### config.mk
export PLATFORM = sky130hd
export DESIGN_NAME = cycle_term
export DESIGN_NICKNAME = d
export VERILOG_FILES = /design/src/rtl/cycle_term.sv
export SDC_FILE = /design/constraint.sdc
export NUM_CORES = 1
export LEC_CHECK = 0
export CAP_MARGIN = 0
export CORE_AREA = 5 5 47 49
export DETAILED_ROUTE_END_ITERATION = 10
export DIE_AREA = 0 0 52 54
export GPL_ROUTABILITY_DRIVEN = 0
export PLACE_DENSITY = 0.85
export SKIP_CTS_REPAIR_TIMING = 1
export SKIP_LAST_GASP = 1
export SLEW_MARGIN = 5
export SYNTH_ARGS = -nofsm -noshare
export SYNTH_HDL_FRONTEND = slang
export SYNTH_SLANG_ARGS = --single-unit
### constraint.sdc
create_clock -name CPU_CLK -period 2.8 [get_ports CPU_CLK]
set_input_delay 0.28 -clock CPU_CLK [delete_from_list [all_inputs] [get_ports CPU_CLK]]
set_output_delay 0.28 -clock CPU_CLK [all_outputs]
set_load 0.05 [all_outputs]
### src/rtl/cycle_term.sv
// cycle_term: bus-cycle terminator for the 68030 playground boards.
// Turns active-low chip selects into a DSACK response after a per-channel
// wait count, at a per-channel port size, and runs a bus-error watchdog
// with a sticky status flag for cycles that nobody terminates.
module cycle_term #(
  parameter int                      NCHAN       = 4,
  parameter int                      WAIT_W      = 4,
  parameter logic [NCHAN*WAIT_W-1:0] CH_WAITS    = {NCHAN{4'd0}},
  parameter logic [NCHAN*2-1:0]      CH_PORT     = {NCHAN{2'b10}},
  parameter logic [NCHAN-1:0]        CH_NEEDS_DS = {NCHAN{1'b0}},
  parameter int                      BERR_W      = 7,
  parameter int                      BERR_TMO    = 64
) (
  input  logic             CPU_CLK,
  input  logic             nRST,
  input  logic             nAS,
  input  logic             nDS,
  input  logic [NCHAN-1:0] nSEL,
  input  logic             STERM_IN,
  input  logic             BERR_CLR,
  output logic [1:0]       DSACK,
  output logic             BERR,
  output logic             BERR_FLAG,
  output logic             BUSY
);

  localparam int CH_W = (NCHAN > 1) ? $clog2(NCHAN) : 1;

  localparam logic [1:0] S_IDLE   = 2'd0;
  localparam logic [1:0] S_COUNT  = 2'd1;
  localparam logic [1:0] S_FINISH = 2'd2;

  localparam logic [WAIT_W-1:0] CNT_ONE  = WAIT_W'(1);
  localparam logic [BERR_W-1:0] WDOG_ONE = BERR_W'(1);
  localparam logic [BERR_W-1:0] TMO_M1   = BERR_W'(BERR_TMO - 1);

  logic [1:0]        r_state;
  logic [CH_W-1:0]   r_ch;
  logic [WAIT_W-1:0] r_cnt;
  logic [1:0]        r_dsack;
  logic [BERR_W-1:0] r_wdog;
  logic              r_berr_flag;

  logic [WAIT_W-1:0] w_wait_tbl [NCHAN];
  logic [1:0]        w_port_tbl [NCHAN];
  logic              w_sel_any;
  logic [CH_W-1:0]   w_sel_idx;
  logic              w_sel_gated;
  logic              w_wdog_hold;
  logic [BERR_W-1:0] w_wdog_nxt;
  logic              w_wdog_hit;

  // Unpack the per-channel parameter vectors into indexable tables.
  for (genvar g = 0; g < NCHAN; g++) begin : g_tbl
    assign w_wait_tbl[g] = CH_WAITS[g*WAIT_W +: WAIT_W];
    assign w_port_tbl[g] = CH_PORT[g*2 +: 2];
  end

  // Lowest-numbered active select wins; scanning downward leaves it last.
  always_comb begin
    // NOTE: every always_comb output gets a default first, so no path can
    // leave it unassigned and infer a latch.
    w_sel_any = 1'b0;
    w_sel_idx = '0;
    for (int i = NCHAN - 1; i >= 0; i--) begin
      if (!nSEL[i]) begin
        w_sel_any = 1'b1;
        w_sel_idx = CH_W'(i);
      end
    end
  end

  // A DS-qualified channel waits in IDLE until the data strobe arrives; the
  // next-lower select is deliberately not considered in its place.
  assign w_sel_gated = CH_NEEDS_DS[w_sel_idx] & nDS;

  // Terminator FSM: capture a select, count its wait states, hold DSACK.
  always_ff @(posedge CPU_CLK or negedge nRST) begin
    if (!nRST) begin
      // NOTE: sequential state uses non-blocking assignments so every
      // register samples pre-edge values regardless of statement order.
      r_state <= S_IDLE;
      r_ch    <= '0;
      r_cnt   <= '0;
      r_dsack <= 2'b00;
    end else begin
      case (r_state)
        S_IDLE: begin
          if (!nAS && w_sel_any && !w_sel_gated) begin
            r_ch    <= w_sel_idx;
            r_cnt   <= w_wait_tbl[w_sel_idx];
            r_state <= S_COUNT;
          end
        end
        S_COUNT: begin
          if (nAS) begin
            r_dsack <= 2'b00;
            r_state <= S_IDLE;
          end else if (r_cnt != '0) begin
            r_cnt <= r_cnt - CNT_ONE;
          end else begin
            // Port 00 lands here with DSACK still 00: only BERR ends it.
            r_dsack <= w_port_tbl[r_ch];
            r_state <= S_FINISH;
          end
        end
        S_FINISH: begin
          if (nAS) begin
            r_dsack <= 2'b00;
            r_state <= S_IDLE;
          end
        end
        default: begin
          r_dsack <= 2'b00;
          r_state <= S_IDLE;
        end
      endcase
    end
  end

  // The watchdog pauses while a real acknowledge is being held or while a
  // synchronous (STERM) cycle is in progress. A FINISH with port 00 carries
  // no acknowledge, so it keeps counting and eventually raises BERR.
  assign w_wdog_hold = ((r_state == S_FINISH) && (r_dsack != 2'b00)) | STERM_IN;

  // Next watchdog value: clear between cycles, saturate at the timeout.
  always_comb begin
    w_wdog_nxt = r_wdog;
    if (nAS) begin
      w_wdog_nxt = '0;
    end else if (!w_wdog_hold && (r_wdog != TMO_M1)) begin
      w_wdog_nxt = r_wdog + WDOG_ONE;
    end
  end

  assign w_wdog_hit = (w_wdog_nxt == TMO_M1) && (r_wdog != TMO_M1);

  // Watchdog counter and sticky timeout flag; a new timeout beats a clear.
  always_ff @(posedge CPU_CLK or negedge nRST) begin
    if (!nRST) begin
      r_wdog      <= '0;
      r_berr_flag <= 1'b0;
    end else begin
      r_wdog <= w_wdog_nxt;
      if (w_wdog_hit) begin
        r_berr_flag <= 1'b1;
      end else if (BERR_CLR) begin
        r_berr_flag <= 1'b0;
      end
    end
  end

  // Strobe-qualified outputs drop the moment /AS negates.
  assign DSACK     = r_dsack & {2{~nAS}};
  assign BERR      = (r_wdog == TMO_M1) & ~nAS;
  assign BERR_FLAG = r_berr_flag;
  assign BUSY      = (r_state != S_IDLE);

endmodule

# After elaboration in Yosys (flattened, before gate mapping)
# Index checks and enable logic that the tools add are counted.
[classes]
n_eq_ne = 10
n_reduce_logical = 18
n_mux = 32
order_cmp = 3
bitwise_logic = 8
n_addsub = 2
[op_table]
columns = ["op", "count"]
rows = [
  ["2-to-1 mux 2 bit", 12],
  ["2-to-1 mux 4 bit", 5],
  ["equality test 7 x 6 -> 1 bit, second input constant", 2],
  ["2-to-1 mux 7 bit", 2],
  ["case mux 2 bit (3 select lines)", 2],
  ["binary-select mux 4 bit (select 2 bit)", 1],
  ["!= test 2 bit, second input constant", 4],
  ["case mux 4 bit (2 select lines)", 1],
  ["nonzero test 2 bit", 4],
  ["adder 7 x 1 -> 7 bit, second input constant", 1],
  ["2-to-1 mux 1 bit", 7],
  ["!= test 7 x 6 -> 1 bit, second input constant", 1],
  ["greater-or-equal comparator 3 bit, second input constant", 2],
  ["NOT 2 -> 3 bit", 2],
  ["AND reduction 3 bit", 2],
  ["logical AND 1 bit", 5],
  ["binary-select mux 2 bit (select 2 bit)", 1],
  ["AND reduction 4 bit", 1],
  ["nonzero test 4 bit", 1],
  ["subtractor 4 x 1 -> 4 bit, second input constant", 1],
  ["zero test 1 bit", 3],
  ["< comparator 2 x 3 -> 1 bit, second input constant", 1],
  ["!= test 3 bit, second input constant", 1],
  ["AND 1 bit", 2],
  ["8 further kinds", 9],
]
[word_totals]
inputBits = 10
regBits = 18
output_inout_bits = 5
wordCells = 79

# Longest topological paths before layout
[logic_depth]
ltp_word = 11
depth_mapped = 7
mapped_depth_nobuf = 7

# Worst setup path after synthesis
# No wires, ideal clock.
[synth_timing]
path_type = "register to output"
start = "reg r_wdog[0]"
end = "out BERR"
n_path_buf = 1
required_time_ps = 2520
path_slack_ps = 743
arrival_time_ps = 1777
path_stages_with_launch = 6
cell_sequence = "dfrtp_1 ha_1 nand2_1 or3_1 clkbuf_1 nor2_1"
[synth_via]
elab_chain_cells = 2
[synth_lines]
columns = ["element", "line", "source"]
rows = [
  ["start: declaration", "41", "logic [BERR_W-1:0] r_wdog;"],
  ["start signal: assignment", "144", "r_wdog <= w_wdog_nxt;"],
  ["equality test 7 x 6 -> 1 bit", "155", "assign BERR = (r_wdog == TMO_M1) & ~nAS;"],
  ["AND 1 bit", "155", ""],
  ["end: declaration", "22", "output logic BERR,"],
]
# No other way between the ends.

# Final worst setup path
[layout_timing]
start = "reg r_wdog[1]"
end = "out BERR"
# The elaborated chain is that of the path after synthesis.

==> impl_metrics.py <==
metrics = {
    "timing": {
        "whs_ps": 401,
        "slew_headroom_pct": 56.9,
        "max_clock_freq_mhz": 432,
        "slew_viol_final": 0,
        "setup_viol": 0,
        "setup_slack_ps": 486,
        "min_period_ps": 2310,
        "final_hold_viol_count": 0,
        "tightest_slew_ps": 644,
        "skew_ps": 2.41,
        "final.period_utilization_pct": 82.6,
        "finalSetupTns_ps": 0,
        "rsz0062_at_grt": "false",
    },
    "power": {
        "total_power_mw": 0.733,
        "power.density_mw_per_mm2": 678,
        "vdd_drop_max_uv": 616,
        "p_leak_nw": 0.498,
    },
    "drt": {
        "ant_nets": 0,
        "dr.pass1.iters": 4,
        "drt-total-wl_um": 1770,
        "drtIter0Drc": 3,
        "vias_per_cell": 5.33,
        "wl_per_cell_um": 11.9,
        "drc": 0,
        "routed-via-count": 794,
    },
    "synthesis": {
        "synth_edf_count": 0,
        "syn_nets": 123,
        "synth_flop_cell": "dfrtp_1",
        "yosysUniqueCellTypes": 34,
        "syn-cell-area_um2": 915,
        "yosys.area.top_type_share_pct": 41.0,
        "post-synth-top-area-cell": "dfrtp_1",
        "synth_area_per_cell_um2": 8.31,
        "synth_area_leaders": "dfrtp_1 (41%), nand2_1 (5.3%), a21oi_1 (4.9%)",
        "async_reset_ff_share_pct": 100,
        "ys_ff_latch": 15,
        "syn_inst": 110,
        "ys_seq_area_share_pct": 41.0,
        "ys_warn_count": 0,
    },
    "final_layout": {
        "postLayoutCoreUtil_pct": 59.3,
        "mostFrequentLayoutCells": "dfrtp_1 (15), nand2_1 (13), nor2_1 (12)",
        "diodes": 0,
        "finalNetCount": 136,
        "final_common_cell": "dfrtp_1",
        "stdcell_area_mm2": 0.00108,
        "fin_cells": 149,
        "area_delta_synth_final_pct": 18.2,
        "drive_gt1_share_pct": 4.92,
        "fill_cells": 153,
    },
    "setup_path": {
        "arrival_ps": 2030,
        "crit_required_ps": 2520,
        "setup.worst_path.start_class": "flip-flop",
        "path_max_fanout": 8,
        "path_class": "reg -> out",
        "cp-end-kind": "output port",
    },
    "global_route": {
        "grt_pass1_vias": 733,
        "antenna_found_initial": 0,
        "gr-total-overflow": 0,
        "gr-usage-all-layers_pct": 14.6,
        "grt_first_pass_wirelength_um": 3040,
        "grt_max_degree": 16,
    },
    "clocking": {
        "cts_sinks": 15,
        "clk_latency_ps": 270,
        "clockRootBuffer": "clkbuf_4",
        "cts_tree": "yes",
        "cts_buffer_depth": 2,
        "htreeDepth": 1,
        "numCtsBuffers": 3,
        "clk_pin_slew_worst_paths_ps": 80,
    },
    "place": {
        "dp_slack_ps": 408,
        "placed_cells": 145,
        "dpl_cell_area_mm2": 0.00105,
        "port_buffers": 12,
        "place_hpwl_um": 1380,
    },
    "floorplanning": {
        "io_pins": 15,
        "row_count": 16,
        "die_w_um": 52,
        "die_height_um": 54,
        "die_area_mm2": 0.00281,
        "start_util_pct": 50.2,
        "core_mm2": 0.00182,
    },
    "run_status": {
        "status": "complete, no violations",
    },
    "run": {
        "cap_violations": 0,
    },
    "min_path": {
        "hold_path_class": "in -> async",
    },
}
## final cells by class
cell class                      instances  area (um^2)  area share [%]
Tap cell                               27         33.8            3.12
Multi-Input combinational cell         80          478            44.2
Clock buffer                            4         26.3            2.43
Sequential cell                        15          375            34.7
Inverter                               10         37.5            3.47
Timing Repair Buffer                   13          130            12.0
## worst paths after layout
| check | from | endpoint | slack (ps) | cells after the start |
|---|---|---|---|---|
| hold reg to reg | BERR_FLAG | BERR_FLAG | 500 | 2 |
| min in group CPU_CLK | BERR_FLAG | BERR_FLAG | 500 | 2 |
| setup reg to reg | r_state[1] | BERR_FLAG | 800 | 5 |
| max in group asynchronous | nRST | r_dsack[1] | 1990 | 1 |
| setup / recovery | r_wdog[1] | BERR | 490 | 5 |
| hold / removal | nRST | r_cnt[2] | 400 | 1 |
## synth_stat cells (2+ instances only)
library cell	n
dfrtp_1	15
nand2_1	13
nor2_1	12
inv_1	10
a21oi_1	9
o21ai_0	7
mux2i_1	4
clkbuf_1	3
ha_1	3
nand3_1	3
nor3_1	3
a31oi_1	2
nand3b_1	2
nor2b_1	2
nor3b_1	2
or3_1	2
## power breakdown
part	total (mW)	internal [mW]	switching, mW
logic	0.305	0.125	0.181
clock network	0.116	0.0552	0.0608
registers	0.312	0.257	0.0550
## routing by layer
layer / wire length, um / part of all wire (%) / vias up / track usage [%]
met5: 0 / 0 / - / 0
met2: 923 / 52 / 11 / 27.8
met4: 14 / 0.79 / 0 / 6.55
li1: - / - / 406 / -
met3: 45 / 2.5 / 2 / 2.49
met1: 783 / 44 / 375 / 15.6
## sequential cells by signal (all words and copies together) (netlist names)
register	count
BERR_FLAG	1
r_cnt	4
r_dsack	1
r_state	2
r_wdog	7
## worst max-delay path, stage by stage (launching register included)
cell	delay, ps
dfrtp_1	380
ha_1	260
nand2_1	130
or3_1	450
nor2_1	120
dlymetal6s2s_1	430
## cells by family (layout without fill, tap and decap cells)
kind of cell / after synthesis / count (layout) / synth area share, %
mux: 4 / 4 / 4.38
xor+xnor: 1 / 1 / 0.958
simple gates: 46 / 46 / 25.2
buf+inv: 15 / 27 / 6.70
other cells: 1 / 1 / 0.410
flops: 15 / 15 / 41.0
fa+ha+maj: 3 / 3 / 4.10
compound gates: 25 / 25 / 17.2
No activity file was read; power rests on OpenSTA's default activity.
